## config.mk

```make
export PLATFORM = sky130hd
export DESIGN_NAME = serial_paralelo
export DESIGN_NICKNAME = d
export VERILOG_FILES = /design/src/rtl/serial_paralelo.sv
export SDC_FILE = /design/constraint.sdc
export NUM_CORES = 1
export LEC_CHECK = 0
export CORE_MARGIN = 10
export CORE_UTILIZATION = 55
export CTS_CLUSTER_DIAMETER = 120
export DETAILED_ROUTE_END_ITERATION = 10
export PLACE_DENSITY = 0.86
export SLEW_MARGIN = 20
export SYNTH_ARGS = -nofsm -noshare
export SYNTH_HDL_FRONTEND = slang
export SYNTH_SLANG_ARGS = --single-unit
```

## constraint.sdc

```tcl
create_clock -name clk_32f -period 4.8 [get_ports clk_32f]
set_input_delay 0.96 -clock clk_32f [delete_from_list [all_inputs] [get_ports clk_32f]]
set_output_delay 0.96 -clock clk_32f [all_outputs]
set_load 0.02 [all_outputs]
```

## src/rtl/serial_paralelo.sv

```systemverilog
// Serial-to-parallel receiver: MSB-first bit stream in, comma-aligned bytes out.
// Each byte and its valid flag are held for a full 8-cycle byte period.
module serial_paralelo #(
    parameter logic [7:0]  COMMA       = 8'hBC,
    parameter int unsigned COMMA_COUNT = 4
) (
    input  logic       clk_32f,
    input  logic       reset,
    input  logic       data_in,
    output logic [7:0] data_out,
    output logic       valid_out,
    output logic       active,
    output logic       byte_strobe
);

    typedef enum logic [1:0] {
        SEARCH,
        ALIGN,
        ACTIVE
    } state_t;

    state_t      state_q, state_d;
    logic [7:0]  sr_q, sr_d;
    logic [2:0]  bit_cnt_q, bit_cnt_d;
    logic [3:0]  comma_cnt_q, comma_cnt_d;
    logic [7:0]  data_out_q, data_out_d;
    logic        valid_out_q, valid_out_d;
    logic        active_q, active_d;
    logic        byte_strobe_q, byte_strobe_d;

    logic [7:0]  nxt;
    logic        boundary;
    logic        is_comma;

    assign nxt      = {sr_q[6:0], data_in};
    assign boundary = (bit_cnt_q == 3'd7);
    assign is_comma = (nxt == COMMA);

    always_comb begin
        state_d       = state_q;
        sr_d          = nxt;
        bit_cnt_d     = bit_cnt_q + 3'd1;
        comma_cnt_d   = comma_cnt_q;
        data_out_d    = data_out_q;
        valid_out_d   = valid_out_q;
        active_d      = active_q;
        byte_strobe_d = 1'b0;

        case (state_q)
            SEARCH: begin
                bit_cnt_d   = '0;
                comma_cnt_d = '0;
                if (is_comma) begin
                    comma_cnt_d = 4'd1;
                    if (COMMA_COUNT == 1) begin
                        state_d  = ACTIVE;
                        active_d = 1'b1;
                    end else begin
                        state_d = ALIGN;
                    end
                end
            end
            ALIGN: begin
                if (boundary) begin
                    if (is_comma) begin
                        comma_cnt_d = comma_cnt_q + 4'd1;
                        if (comma_cnt_d == 4'(COMMA_COUNT)) begin
                            state_d  = ACTIVE;
                            active_d = 1'b1;
                        end
                    end else begin
                        // Slip detected: hunt resumes from the next edge, so a
                        // comma straddling this boundary is not matched here.
                        state_d     = SEARCH;
                        comma_cnt_d = '0;
                        bit_cnt_d   = '0;
                    end
                end
            end
            ACTIVE: begin
                if (boundary) begin
                    byte_strobe_d = 1'b1;
                    if (is_comma) begin
                        valid_out_d = 1'b0;
                    end else begin
                        data_out_d  = nxt;
                        valid_out_d = 1'b1;
                    end
                end
            end
            default: begin
                state_d = SEARCH;
            end
        endcase
    end

    always_ff @(posedge clk_32f or negedge reset) begin
        if (!reset) begin
            state_q       <= SEARCH;
            sr_q          <= '0;
            bit_cnt_q     <= '0;
            comma_cnt_q   <= '0;
            data_out_q    <= '0;
            valid_out_q   <= 1'b0;
            active_q      <= 1'b0;
            byte_strobe_q <= 1'b0;
        end else begin
            state_q       <= state_d;
            sr_q          <= sr_d;
            bit_cnt_q     <= bit_cnt_d;
            comma_cnt_q   <= comma_cnt_d;
            data_out_q    <= data_out_d;
            valid_out_q   <= valid_out_d;
            active_q      <= active_d;
            byte_strobe_q <= byte_strobe_d;
        end
    end

    assign data_out    = data_out_q;
    assign valid_out   = valid_out_q;
    assign active      = active_q;
    assign byte_strobe = byte_strobe_q;

endmodule

```

==> results.ini <==
[setup_path]
crit_type = flip-flop to primary output
r2r-start = bit_cnt_q[0]
r2r_setup_slack_ns = 2.92
r2r-end = data_out[0]
worstPathArrival_ns = 1.33
r2r_cells = 6
critPathMaxStageDelay_ns = 0.62
worstPathCellList = clkdlybuf4s50_1
cp_num_buf_inv = 1
slowest_stage = clkdlybuf4s50_1
cp_top_family = buffers and inverters
critPathMaxFanout = 2
endpoint_kind = primary output
required_ns = 3.84
setup.worst_path.start_class = flip-flop

[logic_synthesis]
ys_ff_latch = 27
synthXorXnorAreaFrac = 0.00764
netlist_area_sq_um = 1150
yosysSeqAreaShare = 0.590
yosys_warnings = 0
avgSynthCellArea_sq_um = 13.5
synth_nets = 92
synth_compound_area_frac = 0.0972
ys_types = 29
synth_top_family_by_area = simple AND/OR/NAND/NOR gates
synth_fa_ha_area_frac = 0.0437
muxShareOfSynthArea = 0.0917
synthCells = 85
synth-simple-area-share = 0.145

[die]
initial_core_util = 0.584
row_count = 16
ios = 14
die_area_sq_um = 4310
die_h_um = 65.7
core_area_sq_um = 1960
die_w_um = 65.7

[drt]
post-route-drc-count = 0
drtAntennaViolNets = 0
vias = 711
finalWirelength_um = 2020
drt-vias-per-instance = 5.60
drt_iter0_markers = 21
first_pass_iters = 4
wl_per_cell_um = 15.9

[global_routing]
antenna_found_initial = 0
grt_pass1_vias = 771
grt_util_all_layers = 0.106
grt_overflow = 0
grt_max_degree = 28
grt_pass1_wl_um = 3590

[power_and_ir_drop]
p_int_w = 0.000277
p_sw_frac = 0.224
seq_power_share = 0.669
p_total_w = 0.000357
ir_drop_v = 0.000157
cellLeakagePower_nw = 0.557
p_clk_frac = 0.264
power_density_nw_per_um2 = 271
p_comb_frac = 0.067
switchingPower_w = 0.0000799

[cts]
cts_tree = built
cts.sinks = 27
clk_latency_ns = 0.32
root_buffer = clkbuf_4
post_cts_buffers = 0
htree_levels = 1
postCtsHoldBufs = 0
clockBufferDepth = 2
cts_made_buffers = 3
cts_resized = 0
cts.clk_slew.worst_paths_ns = 0.14

[timing]
finalCritPeriodShare = 0.477
period_needed_ns = 2.29
rsz0062_at_grt = no
slew_violations = 0
finalClockSkew_ns = 0.00648
fmax_mhz = 437
tightest_slew_ns = 0.580
relSlewSlack = 0.613
hold_viol_final = 0
setup_tns_ns = 0
setup_violations = 0
timing.final.ws_setup_ns = 2.51

[worst_hold_path]
hold_class = flip-flop to flip-flop
min-delay-start = sr_q[0]
min_to = sr_q[1]
holdPathStages = 0

[outcome]
outcome = complete, no violations

[finish]
finalNetCount = 108
layout-drive-gt1-share = 0.180
n_antenna_cell = 0
area_growth_syn_to_layout_pct = 15.0
fin_cells = 127

[place]
dpl.hpwl_um = 1500
dp.cells = 123
portBuffers = 13
dp_slack_ns = 2.27
gp_congestion = 0.817

[run]
maxCapViolCount = 0

## cell type report
class | instances | area [sq um]
sequential | 27 | 676
fill | 155 | 644
multi-input combinational | 53 | 442
timing repair buffer | 13 | 125
tap | 27 | 33.8
clock buffer | 3 | 22.5
inverter | 3 | 13.8
clock inverter | 1 | 5.00
## layout by cell type (no fill, tap or decap), drive strengths merged, types with 2 or more instances in the layout
| cell | count |
|---|---|
| dfrtp | 27 |
| clkdlybuf4s50 | 12 |
| o21ai | 8 |
| nand2 | 7 |
| mux2 | 7 |
| nand4b | 4 |
| ha | 4 |
| nor2 | 4 |
| clkbuf | 3 |
| inv | 3 |
| nand4bb | 2 |
| nor2b | 2 |
| o22a | 2 |
## cell usage after synthesis
cell / instances / share of area
a21o_2: 1 / 0.0076
a21oi_1: 1 / 0.0044
a22o_2: 1 / 0.0087
a41oi_1: 1 / 0.0076
and3b_1: 1 / 0.0076
buf_6: 1 / 0.0098
clkbuf_1: 1 / 0.0033
dfrtp_1: 27 / 0.59
ha_1: 4 / 0.044
inv_1: 2 / 0.0066
inv_4: 1 / 0.0055
mux2_4: 7 / 0.092
nand2_1: 7 / 0.023
nand3_1: 1 / 0.0044
nand4b_1: 4 / 0.031
nand4bb_1: 2 / 0.020
nor2_1: 2 / 0.0066
nor2_2: 1 / 0.0055
nor2_8: 1 / 0.017
nor2b_1: 2 / 0.011
nor3_1: 1 / 0.0044
nor4_1: 1 / 0.0055
o21a_1: 1 / 0.0066
o21ai_0: 8 / 0.035
o21bai_1: 1 / 0.0066
o22a_1: 2 / 0.015
o22ai_1: 1 / 0.0055
or3_4: 1 / 0.0098
xnor2_1: 1 / 0.0076
## state kept, by name, indices dropped and copies added (netlist names)
register and count:
data_out 8, sr_q 7, comma_cnt_q 4, bit_cnt_q 3, state_q 2, active 1, byte_strobe 1, valid_out 1
## stage by stage
stage,instance area [sq um],hold slack [ns],util
floorplan,1150,0.366,-
global placement,1290,0.378,0.660
detailed placement,1290,0.390,0.660
CTS,1320,0.427,0.674
global route,1320,0.445,0.672
finish,1320,0.424,0.672
## metal layers
layer	track usage	vias to the layer above	share of wire	wire (um)
met5	0	-	0	0
met4	0.0535	0	0.011	23
met3	0.0390	4	0.071	143
met2	0.175	20	0.48	981
met1	0.116	354	0.43	876
li1	-	333	-	-
## cells by family after synthesis
family                     count (synthesis)
DFF                                       27
and+or+nand+nor                           24
AOI/OAI and AO/OA                         17
muxes                                      7
buffers and inverters                      5
adders and majority gates                  4
xor gates and xnor gates                   1
## power groups by stage
stage                     combinational, W  sequential [W]  clock [W]
after floorplan                 0.00000572        0.000246          0
after global placement           0.0000240        0.000242          0
after detailed placement         0.0000248        0.000243          0
after CTS                        0.0000249        0.000239  0.0000974
after global routing             0.0000259        0.000240   0.000107
final                            0.0000239        0.000239  0.0000944
## how the worst max path moves through the flow
stage | depth (start not counted) | to | start | slack (ns)
after detailed placement | 5 | data_out[7] | data_in | 2.27
after CTS | 1 | data_out[3] | data_out[3] | 2.49
after floorplan | 4 | data_out[0] | data_in | 2.83
after global placement | 5 | data_out[5] | data_in | 2.32
final | 1 | data_out[7] | data_out[7] | 2.51
after global routing | 1 | data_out[3] | data_out[3] | 2.44
No activity file was read; power rests on OpenSTA's default activity.
